===== src/rtl/mult_iter.sv =====
// Iterative shift-add multiplier for MULT/MULTU: one step per clock,
// signed operands handled as magnitudes with a final conditional negate.
module mult_iter #(
  parameter int WIDTH = 32
) (
  input  logic             clock,
  input  logic             reset,
  input  logic             start,
  input  logic             is_signed,
  input  logic [WIDTH-1:0] a,
  input  logic [WIDTH-1:0] b,
  output logic             busy,
  output logic             done,
  output logic [WIDTH-1:0] hi,
  output logic [WIDTH-1:0] lo
);

  localparam int CW = $clog2(WIDTH);
  localparam int PW = 2 * WIDTH;

  typedef enum logic {
    IDLE,
    RUN
  } state_t;

  state_t state_q, state_d;

  logic [WIDTH-1:0] mcand_q, mcand_d;
  logic [WIDTH-1:0] mplier_q, mplier_d;
  logic [PW:0]      acc_q, acc_d;
  logic [CW-1:0]    cnt_q, cnt_d;
  logic             neg_q, neg_d;
  logic             done_q, done_d;
  logic [PW-1:0]    prod_q, prod_d;

  logic             a_neg, b_neg;
  logic [WIDTH-1:0] a_mag, b_mag;
  logic [WIDTH:0]   upper;
  logic [PW:0]      step;
  logic [PW-1:0]    mag_prod;
  logic             last;

  // -2^(WIDTH-1) negates to itself, which is already the right magnitude
  always_comb begin
    a_neg = is_signed & a[WIDTH-1];
    b_neg = is_signed & b[WIDTH-1];
    a_mag = a_neg ? -a : a;
    b_mag = b_neg ? -b : b;
  end

  always_comb begin
    upper = acc_q[PW:WIDTH];
    if (mplier_q[0]) begin
      upper = acc_q[PW:WIDTH] + {1'b0, mcand_q};
    end
    step     = {upper, acc_q[WIDTH-1:0]} >> 1;
    mag_prod = step[PW-1:0];
    last     = (cnt_q == CW'(WIDTH - 1));
  end

  always_comb begin
    state_d  = state_q;
    mcand_d  = mcand_q;
    mplier_d = mplier_q;
    acc_d    = acc_q;
    cnt_d    = cnt_q;
    neg_d    = neg_q;
    done_d   = 1'b0;
    prod_d   = prod_q;
    unique case (state_q)
      IDLE: begin
        if (start) begin
          mcand_d  = a_mag;
          mplier_d = b_mag;
          neg_d    = a_neg ^ b_neg;
          acc_d    = '0;
          cnt_d    = '0;
          state_d  = RUN;
        end
      end
      RUN: begin
        acc_d    = step;
        mplier_d = mplier_q >> 1;
        cnt_d    = cnt_q + CW'(1);
        if (last) begin
          prod_d  = neg_q ? -mag_prod : mag_prod;
          done_d  = 1'b1;
          cnt_d   = '0;
          state_d = IDLE;
        end
      end
      default: state_d = IDLE;
    endcase
  end

  always_ff @(posedge clock or negedge reset) begin
    if (!reset) begin
      state_q  <= IDLE;
      mcand_q  <= '0;
      mplier_q <= '0;
      acc_q    <= '0;
      cnt_q    <= '0;
      neg_q    <= 1'b0;
      done_q   <= 1'b0;
      prod_q   <= '0;
    end else begin
      state_q  <= state_d;
      mcand_q  <= mcand_d;
      mplier_q <= mplier_d;
      acc_q    <= acc_d;
      cnt_q    <= cnt_d;
      neg_q    <= neg_d;
      done_q   <= done_d;
      prod_q   <= prod_d;
    end
  end

  assign busy = (state_q == RUN);
  assign done = done_q;
  assign hi   = prod_q[PW-1:WIDTH];
  assign lo   = prod_q[WIDTH-1:0];

endmodule


===== config.mk =====
export PLATFORM = sky130hd
export DESIGN_NAME = mult_iter
export DESIGN_NICKNAME = d
export VERILOG_FILES = /design/src/rtl/mult_iter.sv
export SDC_FILE = /design/constraint.sdc
export NUM_CORES = 1
export LEC_CHECK = 0
export BUFFER_PORTS_ARGS = -buffer_cell sky130_fd_sc_hd__buf_2
export CORE_UTILIZATION = 55
export DETAILED_ROUTE_END_ITERATION = 8
export PLACE_DENSITY = 0.75
export SYNTH_ARGS = -nofsm -noshare
export SYNTH_HDL_FRONTEND = slang
export SYNTH_SLANG_ARGS = --single-unit

===== constraint.sdc =====
create_clock -name clock -period 3.98 [get_ports clock]
set_input_delay 0.199 -clock clock [delete_from_list [all_inputs] [get_ports clock]]
set_output_delay 0.199 -clock clock [all_outputs]
set_load 0.02 [all_outputs]

After elaboration in Yosys (flattened, before gate mapping)

Cells that the tools add are included.

Input bits: 68
Word-level logic and storage cells: 37
Output and inout port bits: 66
Register bits after elaboration: 201

Reductions and logical operators: 2
Mux-type cells: 16
Bitwise gates (word level): 4
Add/subtract/negate cells: 5
Equality and inequality tests: 2

Operators with widths:

| cell                | count |
|---|---|
| $pmux 65 s2         | 1 |
| $mux 32             | 3 |
| $mux 65             | 1 |
| $mux 64             | 1 |
| $neg 32->32         | 2 |
| $neg 64->64         | 1 |
| $pmux 32 s2         | 1 |
| $add 33x32->33      | 1 |
| $mux 33             | 1 |
| $mux 5              | 2 |
| $pmux 5 s2          | 1 |
| $add 5x1->5 const B | 1 |
| $eq 5x5->1 const B  | 1 |
| $mux 1              | 4 |
| $reduce_and 2->1    | 2 |
| $and 1x1->1         | 2 |
| $ne 2x2->1 const B  | 1 |
| $pmux 1 s2          | 1 |
| $not 1->1           | 1 |
| $xor 1x1->1         | 1 |

Longest topological paths before layout

Gate-level depths: netlist of run 1.

Word-level depth: 4
Mapped depth: 13
Gate-level depth less buffers: 13

Worst setup path after synthesis of run 1

Ideal clock, no wire load.

Path kind: register to register
From: reg acc_q[11]
To: reg prod_q[63]
Data required time: 3854 ps
Path slack: 306 ps
Buffers on the path: 0
Cell stages (with the launch flop): 12
Library setup time: 126 ps
Arrival: 3548 ps
Period minus slack after synthesis: 3674 ps
Cell sequence: dfrtp_1 > or4_4 > or3_4 > or2_1 > or3_1 > or2_1 > or2_4 > a211oi_2 > nand4_1 > nor4_1 > o21ai_1 > o32a_1

Longest elaborated chain between the ends: 2

Ends and longest elaborated chain:

| item                     | line | text |
|---|---|---|
| start: declaration       | 30   | `logic [PW:0] acc_q, acc_d;` |
| start signal: assignment | 101  | `acc_q <= '0;` |
| start signal: assignment | 110  | `acc_q <= acc_d;` |
| $neg 64->64              | 86   | `prod_d = neg_q ? -mag_prod : mag_prod;` |
| $mux 64                  | 86   |  |
| end signal: assignment   | 114  | `prod_q <= prod_d;` |
| end: declaration         | 34   | `logic [PW-1:0] prod_q, prod_d;` |

No other way between the ends.
A chain may end at the register's enable or synchronous reset.

Final worst setup path of run 1

From: reg acc_q[11]
To: reg prod_q[60]

Same word-level chain as after synthesis.

==> impl_metrics.tcl, run 1 <==
set metrics [dict create \
    status "finished, final reports clean" \
    utilization_pct 64.4 \
    finish.net_count 1762 \
    yosys_warn_count 0 \
    routed_wirelength_mm 31.6 \
    power.ir.vdd_worst_mv 0.363 \
    path_common_cell "sky130_fd_sc_hd__or4_4" \
    post-dp-hpwl_mm 22.9 \
    starting_density_of_the_core_pct 56.6 \
    finish.instance_area_um2 14700 \
    crit_path_cell_trace "or4_4 > or3_4 > or4_4 > o21a_4 > a2111oi_4 > nand4_2 > a21oi_2 > a41oi_2 > o41ai_2 > xnor2_1 > mux2_4" \
    worstPathMaxFanout 5 \
    critical_path.startpoint "acc_q[11]" \
    floorplan.die_area_um2 24000 \
    synth_compound_area_share_pct 22.4 \
    fillerInstances 1955 \
    globalRoute.totalOverflow 0 \
    avgViaCountPerCell 5.74 \
    worst-setup-path-type "flip-flop to flip-flop" \
    floorplan.die.height_um 155 \
    timing.critical_path.from_type "flip-flop" \
    min_period_over_period_pct 98.9 \
    slew_violations 0 \
    num_rows 55 \
    min-delay-start "b[31]" \
    hold_path_depth 3 \
    rsz0062_at_grt "true" \
    htreeDepth 4 \
    placedCellCount 1942 \
    number_of_antenna_violations_at_the_first_check_in_global_routing 0 \
    period_minus_slack_ns 3.94 \
    cp_num_cells 11 \
    synth_sequential_area_ratio_pct 38.6 \
    worst_clock_skew_ns 0.0133 \
    timing.critical_path.slowest_stage_cell "sky130_fd_sc_hd__or4_4" \
    routabilityCongestion 0.942 \
    critical_path_required_ns 4.30 \
    dominant_combinational_cell_family_by_area_after_synthesis "compound AO/OA/AOI/OAI gates" \
    horizontal_die_dimension_um 155 \
    multi_input_comb_area_um2 7540 \
    most_repeated_cell_in_the_gate_level_netlist_after_synthesis "sky130_fd_sc_hd__nand2_1" \
    ys_dominant_reg_cell "sky130_fd_sc_hd__dfrtp_1" \
    placed_area_um2 14000 \
    synthAdderAreaFrac_pct 3.75 \
    netlist.top_cell.by_area "sky130_fd_sc_hd__dfrtp_1" \
    tritoncts_clock_tree "built" \
    maxClockFrequency_mhz 254 \
    cellLeakagePower_nw 6.48 \
    setup_viol 0 \
    layout-drive-gt1-share_pct 15.5 \
    area_of_the_mapped_netlist_um2 12900 \
    number_of_buffers_on_the_longest_clock_path 2 \
    portBuffers 133 \
    detail_route.drc_violations 0 \
    regArea_um2 4990 \
    synthCells 1542 \
    clock-root-buffer "sky130_fd_sc_hd__clkbuf_16" \
    yosysUniqueCellTypes 75 \
    core_um2 22800 \
    timing_worst_slew_pin_value_ns 1.07 \
    synth.top_cell.area_share_pct 38.6 \
    drt_first_iter_violations 997 \
    finalPower_mw 13.0 \
    cp_num_buf_inv 0 \
    pin_count_of_the_biggest_net_entering_global_routing 135 \
    finalHoldViolations 0 \
    detail-route-antenna-nets 0 \
    area_growth_pct 13.9 \
    wire_per_inst_um 15.9 \
    ys_seq_elements 199 \
    post_synth.cell_area_avg_um2 8.36 \
    cts_num_sinks 199 \
    layoutNonFillerInstCount 1982 \
    worst_setup_path_end_kind "flip-flop" \
    grt_first_pass_wirelength_mm 52.0 \
    synthesized_net_count 1648 \
    reg2reg_depth 11 \
    asyncSetResetFlopFracSynth_pct 100 \
    maxSlewHeadroom_pct 29.0 \
    crit_path_max_cell_delay_ns 0.60 \
    antenna_cells 0 \
    groute.usage.overall_pct 26.7 \
    detailroute.via_count 11400 \
    r2r_setup_slack_ns 0.04 \
    number_of_synthesized_flops_with_an_enable_pin 0 \
    drv.max_cap_violation_count 0 \
    power_per_cell_area_nw_per_um2 889 \
    cts.clk_slew.worst_paths_ns 0.08 \
    synth_xor_xnor_area_share_pct 8.90 \
    muxShareOfSynthArea_pct 2.85 \
    critical_path.top_delay_family "simple AND/OR/NAND/NOR gates" \
    first_global_vias 10200 \
    clock_latency_of_the_later_clocked_register_in_the_worst_skew_pair_ns 0.44 \
    count_of_pins_on_the_block_boundary 134 \
    worstReg2RegStart "acc_q[11]" \
    yosys.area_share.simple_pct 20.1 \
    ys_top_cells_by_count "sky130_fd_sc_hd__nand2_1, sky130_fd_sc_hd__o21ai_0, sky130_fd_sc_hd__dfrtp_1, sky130_fd_sc_hd__clkbuf_1, sky130_fd_sc_hd__xor2_1" \
    timing.critical_path.arrival_ns 4.26 \
    cts_made_buffers 17 \
    worstHoldPathType "input port to flip-flop" \
    drt_pre_antenna_iters 6 \
    cell_types_with_the_largest_area_share_after_synthesis "sky130_fd_sc_hd__dfrtp_1, sky130_fd_sc_hd__o21ai_0, sky130_fd_sc_hd__nand2_1" \
]
## worst min-delay path, stage by stage
cell and delay (ns):
sky130_fd_sc_hd__buf_2 0.13, sky130_fd_sc_hd__nand3_1 0.07, sky130_fd_sc_hd__a21oi_1 0.06
## sequential cells by signal (all words and copies together), names as in the netlist
signal,count
prod_q,64
acc_q,63
mcand_q,32
mplier_q,32
cnt_q,5
busy,1
done,1
neg_q,1
## metal layers
layer	global-route usage, %	vias up	wire length (µm)	part of all wire (%)
met4	5.85	0	329	1.0
li1	-	5685	-	-
met1	41.5	5349	15800	50
met2	39.4	316	13400	43
met5	0	-	0	0
met3	3.62	27	2010	6.4
## through the flow
| stage | worst slack [ns] | TNS [ns] | hold WS (ns) |
|---|---|---|---|
| global placement | 0.132 | 0 | 0.366 |
| global route | -0.0874 | -0.0906 | 0.0775 |
| finish | 0.0424 | 0 | 0.0534 |
| floorplan | 0.306 | 0 | -0.0966 |
| CTS | 0.0161 | 0 | 0.0399 |
| detailed placement | -0.00805 | -0.00805 | 0.360 |
## cell usage in the layout (no fill, tap or decap), types with 19 or more instances in the layout
master / netlist / routed
sky130_fd_sc_hd__a21oi_1: 66 / 66
sky130_fd_sc_hd__o21ai_0: 261 / 260
sky130_fd_sc_hd__xor2_1: 74 / 74
sky130_fd_sc_hd__nand2_1: 281 / 280
sky130_fd_sc_hd__nand2b_1: 69 / 68
sky130_fd_sc_hd__ha_1: 37 / 37
sky130_fd_sc_hd__nor3_1: 22 / 22
sky130_fd_sc_hd__mux2i_1: 24 / 24
sky130_fd_sc_hd__inv_1: 28 / 28
sky130_fd_sc_hd__buf_4: 0 / 47
sky130_fd_sc_hd__nor2_1: 57 / 57
sky130_fd_sc_hd__xnor2_1: 57 / 57
sky130_fd_sc_hd__dfrtp_1: 199 / 196
sky130_fd_sc_hd__o31ai_1: 39 / 38
sky130_fd_sc_hd__buf_2: 0 / 131
sky130_fd_sc_hd__a21o_1: 19 / 19
## kinds of logic after synthesis
logic type               after synthesis
XOR/XNOR                             131
multiplexers                          35
AND/OR/NAND/NOR                      544
flip-flops                           199
adder cells (fa/ha/maj)               38
AO/OA/AOI/OAI                        480
buffers and inverters                115
## final timing paths
check | to
max | prod_q[60]
min | mplier_q[31]
max reg2reg | prod_q[60]
min reg2reg | prod_q[39]
max in group asynchronous | mplier_q[13]
min in group asynchronous | prod_q[34]
## area by class of cell
type | count | area share (%)
Clock buffer | 17 | 2.90
Clock inverter | 15 | 1.23
Inverter | 29 | 0.741
Multi-Input combinational cell | 1228 | 51.3
Sequential cell | 199 | 34.0
Tap cell | 313 | 2.67
Timing Repair Buffer | 181 | 7.17
## repair_timing
action / 4_1_cts / 5_1_grt
hold endpoints to repair: 102 / 0
setup buffers: 0 / 7
hold buffers: 1 / 0
pin swaps: 0 / 7
resized for setup: 1 / 10
setup endpoints to repair: 2 / 7
## power by group
group	switching, mW	internal, mW	total, mW
logic	4.50	3.01	7.51
clock network	0.915	0.855	1.77
registers	0.828	2.93	3.76
total	6.24	6.80	13.0
Note: power is estimated with default switching activity, not from simulation.
==> inputs of run 2 (changes only) <==
Clock period 3.98 ns to 4.06 ns, I/O delays scaled along.
==> impl_metrics.tcl, run 2 (synthesized netlist as in run 1, its figures left out) <==
set metrics [dict create \
    status "finished, final reports clean" \
    pin_count_of_the_biggest_net_entering_global_routing 110 \
    worstHoldPathType "input port to flip-flop" \
    detail_route.drc_violations 0 \
    first_global_vias 10300 \
    slew_violations 0 \
    worst_setup_path_end_kind "flip-flop" \
    cts.clk_slew.worst_paths_ns 0.08 \
    timing.critical_path.arrival_ns 4.25 \
    core_um2 22800 \
    detail-route-antenna-nets 0 \
    placed_area_um2 13900 \
    minimum_hold_slack_ns 0.0568 \
    worstPathMaxFanout 5 \
    worstReg2RegStart "acc_q[11]" \
    maxSlewHeadroom_pct 42.2 \
    setup_viol 0 \
    groute.usage.overall_pct 26.4 \
    critical_path_required_ns 4.39 \
    maxClockFrequency_mhz 255 \
    clock_latency_of_the_later_clocked_register_in_the_worst_skew_pair_ns 0.45 \
    min_period_over_period_pct 96.6 \
    routabilityCongestion 0.982 \
    grt_first_pass_wirelength_mm 51.4 \
    cts_num_sinks 199 \
    timing.critical_path.from_type "flip-flop" \
    hold_path_depth 3 \
    worst_hold_path.endpoint "mcand_q[31]" \
    post_cts_setup_buffers 0 \
    area_growth_pct 12.8 \
    layoutNonFillerInstCount 1964 \
    post-dp-hpwl_mm 22.5 \
    floorplan.die_area_um2 24000 \
    reg.largest.list "prod_q x64, acc_q x63" \
    fillerInstances 1952 \
    worst_clock_skew_ns 0.0106 \
    timing.rr.end "prod_q[63]" \
    fin_tns_setup_ns 0 \
    layout_setup_ws_ns 0.140 \
    globalRoute.totalOverflow 0 \
    finish.instance_area_um2 14500 \
    htreeDepth 4 \
    min-delay-start "a[31]" \
    portBuffers 133 \
    num_rows 55 \
    cellLeakagePower_nw 6.40 \
    power.ir.vdd_worst_mv 0.359 \
    count_of_pins_on_the_block_boundary 134 \
    registers.top_by_ff_count "prod_q" \
    clock-root-buffer "sky130_fd_sc_hd__clkbuf_16" \
    drv.max_cap_violation_count 0 \
    layout-drive-gt1-share_pct 14.4 \
    final_cell_mix "sky130_fd_sc_hd__nand2_1, sky130_fd_sc_hd__o21ai_0, sky130_fd_sc_hd__dfrtp_1" \
    finalPower_mw 12.6 \
    finish.net_count 1743 \
    routed_wirelength_mm 31.2 \
    finalHoldViolations 0 \
    period_minus_slack_ns 3.92 \
    power_per_cell_area_nw_per_um2 868 \
    floorplan.die.height_um 155 \
    tritoncts_clock_tree "built" \
    layout.cells.most_common "sky130_fd_sc_hd__nand2_1" \
    drt_pre_antenna_iters 5 \
    horizontal_die_dimension_um 155 \
    starting_density_of_the_core_pct 56.6 \
    timing_worst_slew_pin_value_ns 0.867 \
    reg2reg_depth 11 \
    r2r_setup_slack_ns 0.14 \
    placedCellCount 1930 \
    worst-setup-path-type "flip-flop to flip-flop" \
    number_of_antenna_violations_at_the_first_check_in_global_routing 0 \
    cts_made_buffers 17 \
    number_of_buffers_on_the_longest_clock_path 2 \
    utilization_pct 63.8 \
    drt_first_iter_violations 785 \
    largest_register_ffs 64 \
    pre_cts_ws_ns 0.106 \
    avgViaCountPerCell 5.77 \
    wire_per_inst_um 15.9 \
    detailroute.via_count 11300 \
]
==> run 2: how the worst max path moves through the flow <==
stage | start | endpoint | slack [ns] | cells past startpoint
floorplan | acc_q[11] | prod_q[63] | 0.39 | 11
global placement | acc_q[11] | prod_q[63] | 0.16 | 11
detailed placement | acc_q[11] | prod_q[63] | 0.11 | 11
CTS | mcand_q[1] | prod_q[63] | 0.07 | 13
global route | mcand_q[0] | prod_q[63] | -0.04 | 13
finish | acc_q[11] | prod_q[63] | 0.14 | 11
==> run 2: cell type report <==
| type | count | area, µm² | area share, % |
|---|---|---|---|
| sequential | 199 | 4980 | 34.3 |
| inverter | 29 | 109 | 0.749 |
| timing repair buffer | 162 | 897 | 6.17 |
| multi-input combinational | 1228 | 7520 | 51.8 |
| clock inverter | 15 | 204 | 1.40 |
| clock buffer | 17 | 425 | 2.93 |
| antenna | 1 | 2.50 | 0.0172 |
| tap | 313 | 392 | 2.69 |
==> run 2: what timing repair did <==
action / in CTS / in global routing
hold buffers: 1 / 0
resized for setup: 0 / 8
endpoints found under the setup margin: 0 / 8
hold endpoints to repair: 106 / 0
==> run 2: worst max-delay path: stages, from the launching register on <==
cell and delay (ns):
sky130_fd_sc_hd__dfrtp_1 0.42, sky130_fd_sc_hd__or4_4 0.55, sky130_fd_sc_hd__or3_4 0.37, sky130_fd_sc_hd__or2_1 0.28
sky130_fd_sc_hd__or3_1 0.39, sky130_fd_sc_hd__or2_4 0.29, sky130_fd_sc_hd__or2_4 0.26, sky130_fd_sc_hd__a211oi_2 0.28
sky130_fd_sc_hd__nand4_1 0.25, sky130_fd_sc_hd__nor4_2 0.25, sky130_fd_sc_hd__o21ai_1 0.11, sky130_fd_sc_hd__o32a_1 0.35
==> run 2: layer usage <==
layer	wire length (µm)	GRT usage [%]	up-vias
met5	0	0	-
met1	15500	39.7	5264
met4	514	7.69	0
li1	-	-	5643
met2	13200	39.1	373
met3	2040	4.21	44
==> run 2: where the power goes <==
| part | internal (mW) | leakage (nW) | total [mW] | switching [mW] |
|---|---|---|---|---|
| clock network | 0.898 | 0.301 | 1.79 | 0.890 |
| logic | 2.80 | 3.66 | 7.16 | 4.35 |
| registers | 2.87 | 2.44 | 3.67 | 0.797 |
